==> config.mk <==
export PLATFORM = sky130hd
export DESIGN_NAME = ipu_pad_ctrl_flat
export DESIGN_NICKNAME = d
export VERILOG_FILES = /design/src/rtl/ipu_pad_ctrl_pkg.sv /design/src/rtl/ipu_pad_ctrl_if.sv /design/src/rtl/ipu_pad_ctrl.sv /design/src/flat_wrapper.sv
export SDC_FILE = /design/constraint.sdc
export NUM_CORES = 1
export LEC_CHECK = 0
export ABC_AREA = 1
export CORE_UTILIZATION = 53
export CTS_CLUSTER_DIAMETER = 40
export DETAILED_ROUTE_END_ITERATION = 12
export PLACE_DENSITY = 0.81
export SLEW_MARGIN = 20
export SYNTH_ARGS = -nofsm -noshare
export SYNTH_HDL_FRONTEND = slang
export SYNTH_SLANG_ARGS = --single-unit
==> constraint.sdc <==
create_clock -name clk -period 1.9 [get_ports clk]
set_input_delay 0.38 -clock clk [delete_from_list [all_inputs] [get_ports clk]]
set_output_delay 0.38 -clock clk [all_outputs]
set_load 0.03 [all_outputs]
==> src/rtl/ipu_pad_ctrl_pkg.sv <==
// Shared IPU control definitions: padder FSM states and SHA-2 block layout indices.
package ipu_pad_ctrl_pkg;

  typedef enum logic [2:0] {
    ST_IDLE,
    ST_MSG,
    ST_PAD,
    ST_ZERO,
    ST_LEN
  } state_t;

  localparam int BLK_WORDS    = 16;
  localparam int LEN_HI_IDX   = 14;
  localparam int LEN_LO_IDX   = 15;
  localparam int LAST_PAD_IDX = 13;

endpackage

==> src/rtl/ipu_pad_ctrl_if.sv <==
// Handshake, mux-select and strobe bundle between the message source, padder control and packet mux.
interface ipu_pad_ctrl_if #(
  parameter int W = 64
);

  logic         in_valid;
  logic         in_last;
  logic         in_ready;
  logic         out_ready;
  logic         out_valid;
  logic         pad_pkt;
  logic         zero_pkt;
  logic         mgln_pkt;
  logic [W-1:0] msg_len;
  logic         blk_start;
  logic         blk_end;
  logic         done;

  modport master (
    output in_valid, in_last, out_ready,
    input  in_ready, out_valid, pad_pkt, zero_pkt, mgln_pkt, msg_len, blk_start, blk_end, done
  );

  modport slave (
    input  in_valid, in_last, out_ready,
    output in_ready, out_valid, pad_pkt, zero_pkt, mgln_pkt, msg_len, blk_start, blk_end, done
  );

endinterface

==> src/rtl/ipu_pad_ctrl.sv <==
// SHA-2 padding control: steers the packet mux to emit message, pad, zero and length words as 16-word blocks.
// Zero-latency selects decoded from registered state/idx; out_ready low freezes everything, in_ready=0 while padding.
module ipu_pad_ctrl #(
  parameter int W         = 64,
  parameter int BLK_WORDS = ipu_pad_ctrl_pkg::BLK_WORDS
) (
  input logic           clk,
  input logic           rst_b,
  ipu_pad_ctrl_if.slave io
);

  import ipu_pad_ctrl_pkg::*;

  localparam int IDX_W = $clog2(BLK_WORDS);
  localparam logic [IDX_W-1:0] HI_IDX  = IDX_W'(LEN_HI_IDX);
  localparam logic [IDX_W-1:0] LO_IDX  = IDX_W'(LEN_LO_IDX);
  localparam logic [IDX_W-1:0] PAD_IDX = IDX_W'(LAST_PAD_IDX);

  state_t           state;
  state_t           state_nxt;
  logic [IDX_W-1:0] idx;
  logic [W-1:0]     msg_len;
  logic             len_ahead;
  logic             done_q;

  logic             rdy;
  logic             vld;
  logic             sel_pad;
  logic             sel_zero;
  logic             sel_len;
  logic             xfer;

  always_ff @(posedge clk) begin
    if (!rst_b) begin
      state <= ST_IDLE;
    end else begin
      state <= state_nxt;
    end
  end

  always_comb begin
    state_nxt = state;
    rdy       = 1'b0;
    vld       = 1'b0;
    sel_pad   = 1'b0;
    sel_zero  = 1'b0;
    sel_len   = 1'b0;
    unique case (state)
      ST_IDLE, ST_MSG: begin
        rdy = io.out_ready;
        vld = io.in_valid;
        if (io.in_valid && io.out_ready) begin
          state_nxt = io.in_last ? ST_PAD : ST_MSG;
        end
      end
      ST_PAD: begin
        sel_pad = 1'b1;
        vld     = 1'b1;
        if (io.out_ready) state_nxt = ST_ZERO;
      end
      ST_ZERO: begin
        sel_zero = 1'b1;
        vld      = 1'b1;
        if (io.out_ready && (idx == HI_IDX) && !len_ahead) state_nxt = ST_LEN;
      end
      ST_LEN: begin
        sel_len = 1'b1;
        vld     = 1'b1;
        if (io.out_ready) state_nxt = ST_IDLE;
      end
      default: state_nxt = ST_IDLE;
    endcase
  end

  assign xfer = vld & io.out_ready;

  always_ff @(posedge clk) begin
    if (!rst_b) begin
      idx       <= '0;
      msg_len   <= '0;
      len_ahead <= 1'b0;
      done_q    <= 1'b0;
    end else begin
      done_q <= xfer && (state == ST_LEN);
      if (xfer) begin
        idx <= (state == ST_LEN) ? '0 : idx + IDX_W'(1);
        unique case (state)
          ST_IDLE, ST_MSG: msg_len <= msg_len + W'(W);
          // Pad at idx 14 leaves no room for the length field in this block;
          // a pad at idx 15 already wraps into the length block on this transfer.
          ST_PAD:  len_ahead <= (idx > PAD_IDX) && (idx != LO_IDX);
          ST_ZERO: if (idx == LO_IDX) len_ahead <= 1'b0;
          ST_LEN:  msg_len <= '0;
          default: ;
        endcase
      end
    end
  end

  assign io.in_ready  = rdy;
  assign io.out_valid = vld;
  assign io.pad_pkt   = sel_pad;
  assign io.zero_pkt  = sel_zero;
  assign io.mgln_pkt  = sel_len;
  assign io.msg_len   = msg_len;
  assign io.blk_start = vld & (idx == '0);
  assign io.blk_end   = vld & (idx == LO_IDX);
  assign io.done      = done_q;

endmodule

==> src/flat_wrapper.sv <==
// flat-port wrapper written by rule: the top's interface ports become plain ports
module ipu_pad_ctrl_flat import ipu_pad_ctrl_pkg::*;
#(
  parameter int W         = 64,
  parameter int BLK_WORDS = ipu_pad_ctrl_pkg::BLK_WORDS
)
  (clk, rst_b, io_in_valid, io_in_last, io_out_ready, io_in_ready, io_out_valid, io_pad_pkt, io_zero_pkt, io_mgln_pkt, io_msg_len, io_blk_start, io_blk_end, io_done);
  ipu_pad_ctrl_if #(.W(W)) io_i ();
  input logic clk;
  input logic rst_b;
  input wire logic [$bits(io_i.in_valid)-1:0] io_in_valid;
  input wire logic [$bits(io_i.in_last)-1:0] io_in_last;
  input wire logic [$bits(io_i.out_ready)-1:0] io_out_ready;
  output wire logic [$bits(io_i.in_ready)-1:0] io_in_ready;
  output wire logic [$bits(io_i.out_valid)-1:0] io_out_valid;
  output wire logic [$bits(io_i.pad_pkt)-1:0] io_pad_pkt;
  output wire logic [$bits(io_i.zero_pkt)-1:0] io_zero_pkt;
  output wire logic [$bits(io_i.mgln_pkt)-1:0] io_mgln_pkt;
  output wire logic [$bits(io_i.msg_len)-1:0] io_msg_len;
  output wire logic [$bits(io_i.blk_start)-1:0] io_blk_start;
  output wire logic [$bits(io_i.blk_end)-1:0] io_blk_end;
  output wire logic [$bits(io_i.done)-1:0] io_done;
  assign io_i.in_valid = io_in_valid;
  assign io_i.in_last = io_in_last;
  assign io_i.out_ready = io_out_ready;
  assign io_in_ready = io_i.in_ready;
  assign io_out_valid = io_i.out_valid;
  assign io_pad_pkt = io_i.pad_pkt;
  assign io_zero_pkt = io_i.zero_pkt;
  assign io_mgln_pkt = io_i.mgln_pkt;
  assign io_msg_len = io_i.msg_len;
  assign io_blk_start = io_i.blk_start;
  assign io_blk_end = io_i.blk_end;
  assign io_done = io_i.done;
  ipu_pad_ctrl #(.W(W), .BLK_WORDS(BLK_WORDS)) u_core (.clk(clk), .rst_b(rst_b), .io(io_i));
endmodule
Yosys cells after proc, flatten, opt, wreduce, memory -nomap -nowiden
Index checks and enable logic that the tools add are counted.

operators by class
  add/subtract/negate cells = 2
  bitwise gates (word level) = 3
  equality and inequality tests = 12
  magnitude comparators = 1
  muxes and demuxes = 15
  reductions and logical operators = 15

operators with widths
  operator                                               count
  one-hot mux 64 bit (2 select lines)                    1
  adder 64 x 7 -> 64 bit, second input constant          1
  two-way mux 3 bit                                      4
  one-hot mux 3 bit (4 select lines)                     1
  == test 4 bit, second input constant                   2
  == test 3 x 2 -> 1 bit, second input constant          2
  inequality test 2 x 1 -> 1 bit, second input constant  3
  logical AND 1 bit                                      5
  two-way mux 1 bit                                      5
  adder 4 x 1 -> 4 bit, second input constant            1
  greater-than comparator 4 bit, second input constant   1
  zero test 4 bit                                        1
  two-way mux 4 bit                                      1
  inequality test 2 bit, second input constant           2
  inequality test 4 bit, second input constant           1
  one-hot mux 1 bit (2 select lines)                     2
  AND reduction 4 bit                                    1
  nonzero test 2 bit                                     2
  bitwise AND 1 bit                                      3
  == test 3 x 1 -> 1 bit, second input constant          1
  == test 3 bit, second input constant                   1
  zero test 3 bit                                        1
  AND reduction 3 bit                                    1
  OR reduction 3 bit                                     1
  4 further kinds                                        4

storage, ports and cells
  word-level logic and storage cells = 53
  bits in registers = 73
  output and inout bits = 72

Depth between registers and ports, before layout
  depth after elaboration = 5
  gate-level depth with buffers = 11
  mapped depth without buffers = 11

Worst setup path after synthesis
Ideal clock, no wire load.

  path type = register to register
  from = register u_core.msg_len[7] (netlist: u_core.io.msg_len[7])
  to = register u_core.msg_len[52] (netlist: u_core.io.msg_len[52])
  stages on the path, launching flop included = 11
  path buffers = 0
  period minus slack after synthesis = 1.894 ns
  data arrival time = 1.781 ns
  setup slack = 0.006 ns
  cell sequence = dfxtp_1 > ha_1 > inv_1 > nor2_2 > nand2_2 > nor2_4 > nand2_1 > nor2_1 > nand4_1 > nand2_1 > nor2_1

on the way
  longest elaborated chain between the ends = 2

ends and longest elaborated chain
  element                              RTL line            text
  from (decl)                          ipu_pad_ctrl.sv:22  logic [W-1:0] msg_len;
  from (signal assigned)               ipu_pad_ctrl.sv:88  ST_IDLE, ST_MSG: msg_len <= msg_len + W'(W);
  adder 64 x 7 -> 64 bit               ipu_pad_ctrl.sv:88
  one-hot mux 64 bit (2 select lines)  ipu_pad_ctrl.sv:87  unique case (state)

Every way passes these cells.
A chain may end at the register's enable or synchronous reset.

Worst setup path in the final report
  from = register u_core.msg_len[56] (netlist: u_core.io.msg_len[56])
  to = output port io_msg_len[56]

RTL lines
  element    RTL line            text
  to (decl)  flat_wrapper.sv:19  output wire logic [$bits(io_i.msg_len)-1:0] io_msg_len;

No word-level cell between the ends.

==> impl_metrics.json <==
{
  "synthesis.area_sq_um": 4130,
  "crit_type": "reg -> out",
  "drtIter0Drc": 402,
  "n_antenna_cell": 0,
  "cp-end-kind": "output pin",
  "grt_first_pass_wirelength_um": 20000,
  "path_buf_inv": 1,
  "synth_commonest_cells": "186 x nand2_1, 170 x nor2_1, 95 x inv_1, 67 x dfxtp_1, 51 x nand3_1",
  "rsz0062_at_grt": "false",
  "numCtsBuffers": 9,
  "core_region_area_sq_um": 7410,
  "cp_slowest_cell": "clkdlybuf4s50_1",
  "avgSynthCellArea_sq_um": 5.90,
  "critical-path-max-stage-delay_ps": 720,
  "rrSetupSlack_ps": 130,
  "fmax_mhz": 530,
  "pre_cts_slack_ps": -151,
  "track_usage_pct": 30.4,
  "reg2reg_depth": 9,
  "yosysMostFrequentCell": "nand2_1",
  "num_rows": 31,
  "wl_um": 12300,
  "die_area_sq_um": 8150,
  "synth_edf_count": 0,
  "path_cells": "clkdlybuf4s50_1",
  "p_total_mw": 3.25,
  "ys_seq_area_share_pct": 32.5,
  "drive_above_1_share_pct": 9.54,
  "grt_pass1_vias": 4231,
  "start_util_pct": 55.8,
  "cpLargestDelayFamily": "buffers and inverters",
  "multi_input_area_sq_um": 2400,
  "wl_per_cell_um": 13.7,
  "ys_ff_latch": 67,
  "max-cap-violations": 0,
  "port_buffers": 70,
  "worstHoldPathType": "reg -> reg",
  "timing.final.crit_share_pct": 99.2,
  "hold_buffers": 0,
  "netlist-cell-type-count": 32,
  "nets": 804,
  "clock-sinks": 67,
  "hold-path-cell-count": 2,
  "slew_viol_final": 0,
  "fin_worst_skew_ps": 5.83,
  "setup_viol": 0,
  "worstPathArrival_ps": 1510,
  "yosysTopAreaCell": "dfxtp_1",
  "p_per_area_nw_per_um2": 612,
  "gr-total-overflow": 0,
  "p_leak_nw": 2.30,
  "first_pass_iters": 6,
  "die_x_um": 90.3,
  "cts_buffer_depth": 2,
  "fillers": 645,
  "synthArstFlopShare_pct": 0,
  "whs_endpoint": "u_core.len_ahead",
  "hold_viol": 0,
  "cp.depth": 1,
  "chipHeight_um": 90.3,
  "cts_root_buffer": "clkbuf_8",
  "ff_latch_area_sq_um": 1350,
  "min_from": "u_core.len_ahead",
  "required_ps": 1520,
  "rr_startpoint": "u_core.state[0]",
  "cp_max_fo": 4,
  "synth_top_area_share_pct": 32.5,
  "worstReg2RegEnd": "u_core.io.msg_len[58]",
  "peakVddDrop_v": 0.000525,
  "synth-main-ff-cell": "dfxtp_1",
  "vias": 4751,
  "drc": 0,
  "viasPerCell": 5.30,
  "worstSetupStartpointType": "flip-flop",
  "cts_setup_buffers": 0,
  "fin_ws_ps": 14.7,
  "cts_tree": "built",
  "io_pins": 77,
  "synthCells": 701,
  "synthTopCellsByArea": "dfxtp_1 32%, nand2_1 17%, nor2_1 15%",
  "ant_nets": 0,
  "synth_warnings": 0,
  "path_clk_slew_ps": 70,
  "status": "completed",
  "area_growth_pct": 28.4,
  "cts_max_level": 3,
  "dp_hpwl_um": 9450,
  "grt_max_degree": 43,
  "gp_congestion": 0.969,
  "antenna_found_initial": 0,
  "period_minus_slack_ps": 1890,
  "insertion_delay_ps": 350
}
where the power goes:
group	internal (mW)	switching [mW]
logic	0.231	0.425
registers	1.44	0.0378
clock network	0.570	0.547
cells in the final DEF, fill, tap and decap left out, types with 2 or more instances in the layout:
cell / n
nor2_4: 6
nor4_1: 2
clkbuf_8: 12
inv_1: 95
dfxtp_2: 3
nor3_1: 10
a31oi_1: 2
clkinv_2: 2
dfxtp_1: 64
ha_1: 5
conb_1: 6
nand3_2: 2
nor3_2: 2
a21oi_1: 30
buf_12: 3
dlymetal6s2s_1: 11
clkbuf_2: 2
o21ai_0: 21
nand2_2: 3
nand2_1: 186
nor2_1: 158
a211oi_1: 2
dlygate4sd2_1: 5
nand3_1: 50
buf_4: 23
o21ai_1: 2
nand4_1: 20
nor2_2: 11
clkdlybuf4s50_1: 47
what timing repair did:
action	in CTS	in global routing
pin swaps	0	1
setup endpoints to repair	7	41
resized for setup	8	36
area by class of cell:
type | count | area share (%)
clock inverters | 2 | 0.189
inverters | 97 | 6.91
flip-flops and latches | 67 | 25.3
clock buffers | 13 | 3.18
well taps | 99 | 2.33
repair buffers | 91 | 16.9
multi-input cells | 527 | 45.2
routing by layer:
layer | share of wire, % | up-vias | GRT usage, %
met5 | 0 | - | 0
met2 | 45 | 208 | 48.2
met3 | 7.9 | 20 | 5.22
li1 | - | 2380 | -
met4 | 1.4 | 0 | 9.68
met1 | 46 | 2143 | 42.0
how the worst max path moves through the flow:
| stage | startpoint | endpoint | slack, ps |
|---|---|---|---|
| after floorplan | u_core.io.msg_len[7] | u_core.io.msg_len[52] | 6 |
| after global placement | io_in_valid | u_core.io.msg_len[59] | -70 |
| after detailed placement | io_in_valid | u_core.io.msg_len[51] | -150 |
| after CTS | u_core.io.msg_len[23] | io_msg_len[23] | 4 |
| after global routing | u_core.io.msg_len[29] | io_msg_len[29] | 2 |
| final | u_core.io.msg_len[56] | io_msg_len[56] | 10 |
state kept, by name, indices dropped and copies added (netlist names):
name               cells
u_core.state           3
u_core.io.msg_len     58
u_core.len_ahead       1
u_core.io.done         1
u_core.idx             4
logic make-up after synthesis:
logic type,synth area share [%]
compound gates,7.48
fa+ha+maj,1.82
buf+inv,11.5
simple gates,46.7
flops,32.5
other cells,0.0907
through the flow:
stage | cell area (sq um) | util [%] | instances | setup TNS (ps) | hold slack (ps)
global placement | 5050 | 68.1 | 881 | -334 | 451
detailed placement | 5050 | 68.1 | 881 | -1750 | 458
finish | 5310 | 71.6 | 896 | 0 | 474
floorplan | 4150 | - | 706 | 0 | 440
global route | 5310 | 71.6 | 896 | 0 | 495
CTS | 5220 | 70.5 | 896 | 0 | 468
No activity file was read; power rests on OpenSTA's default activity.
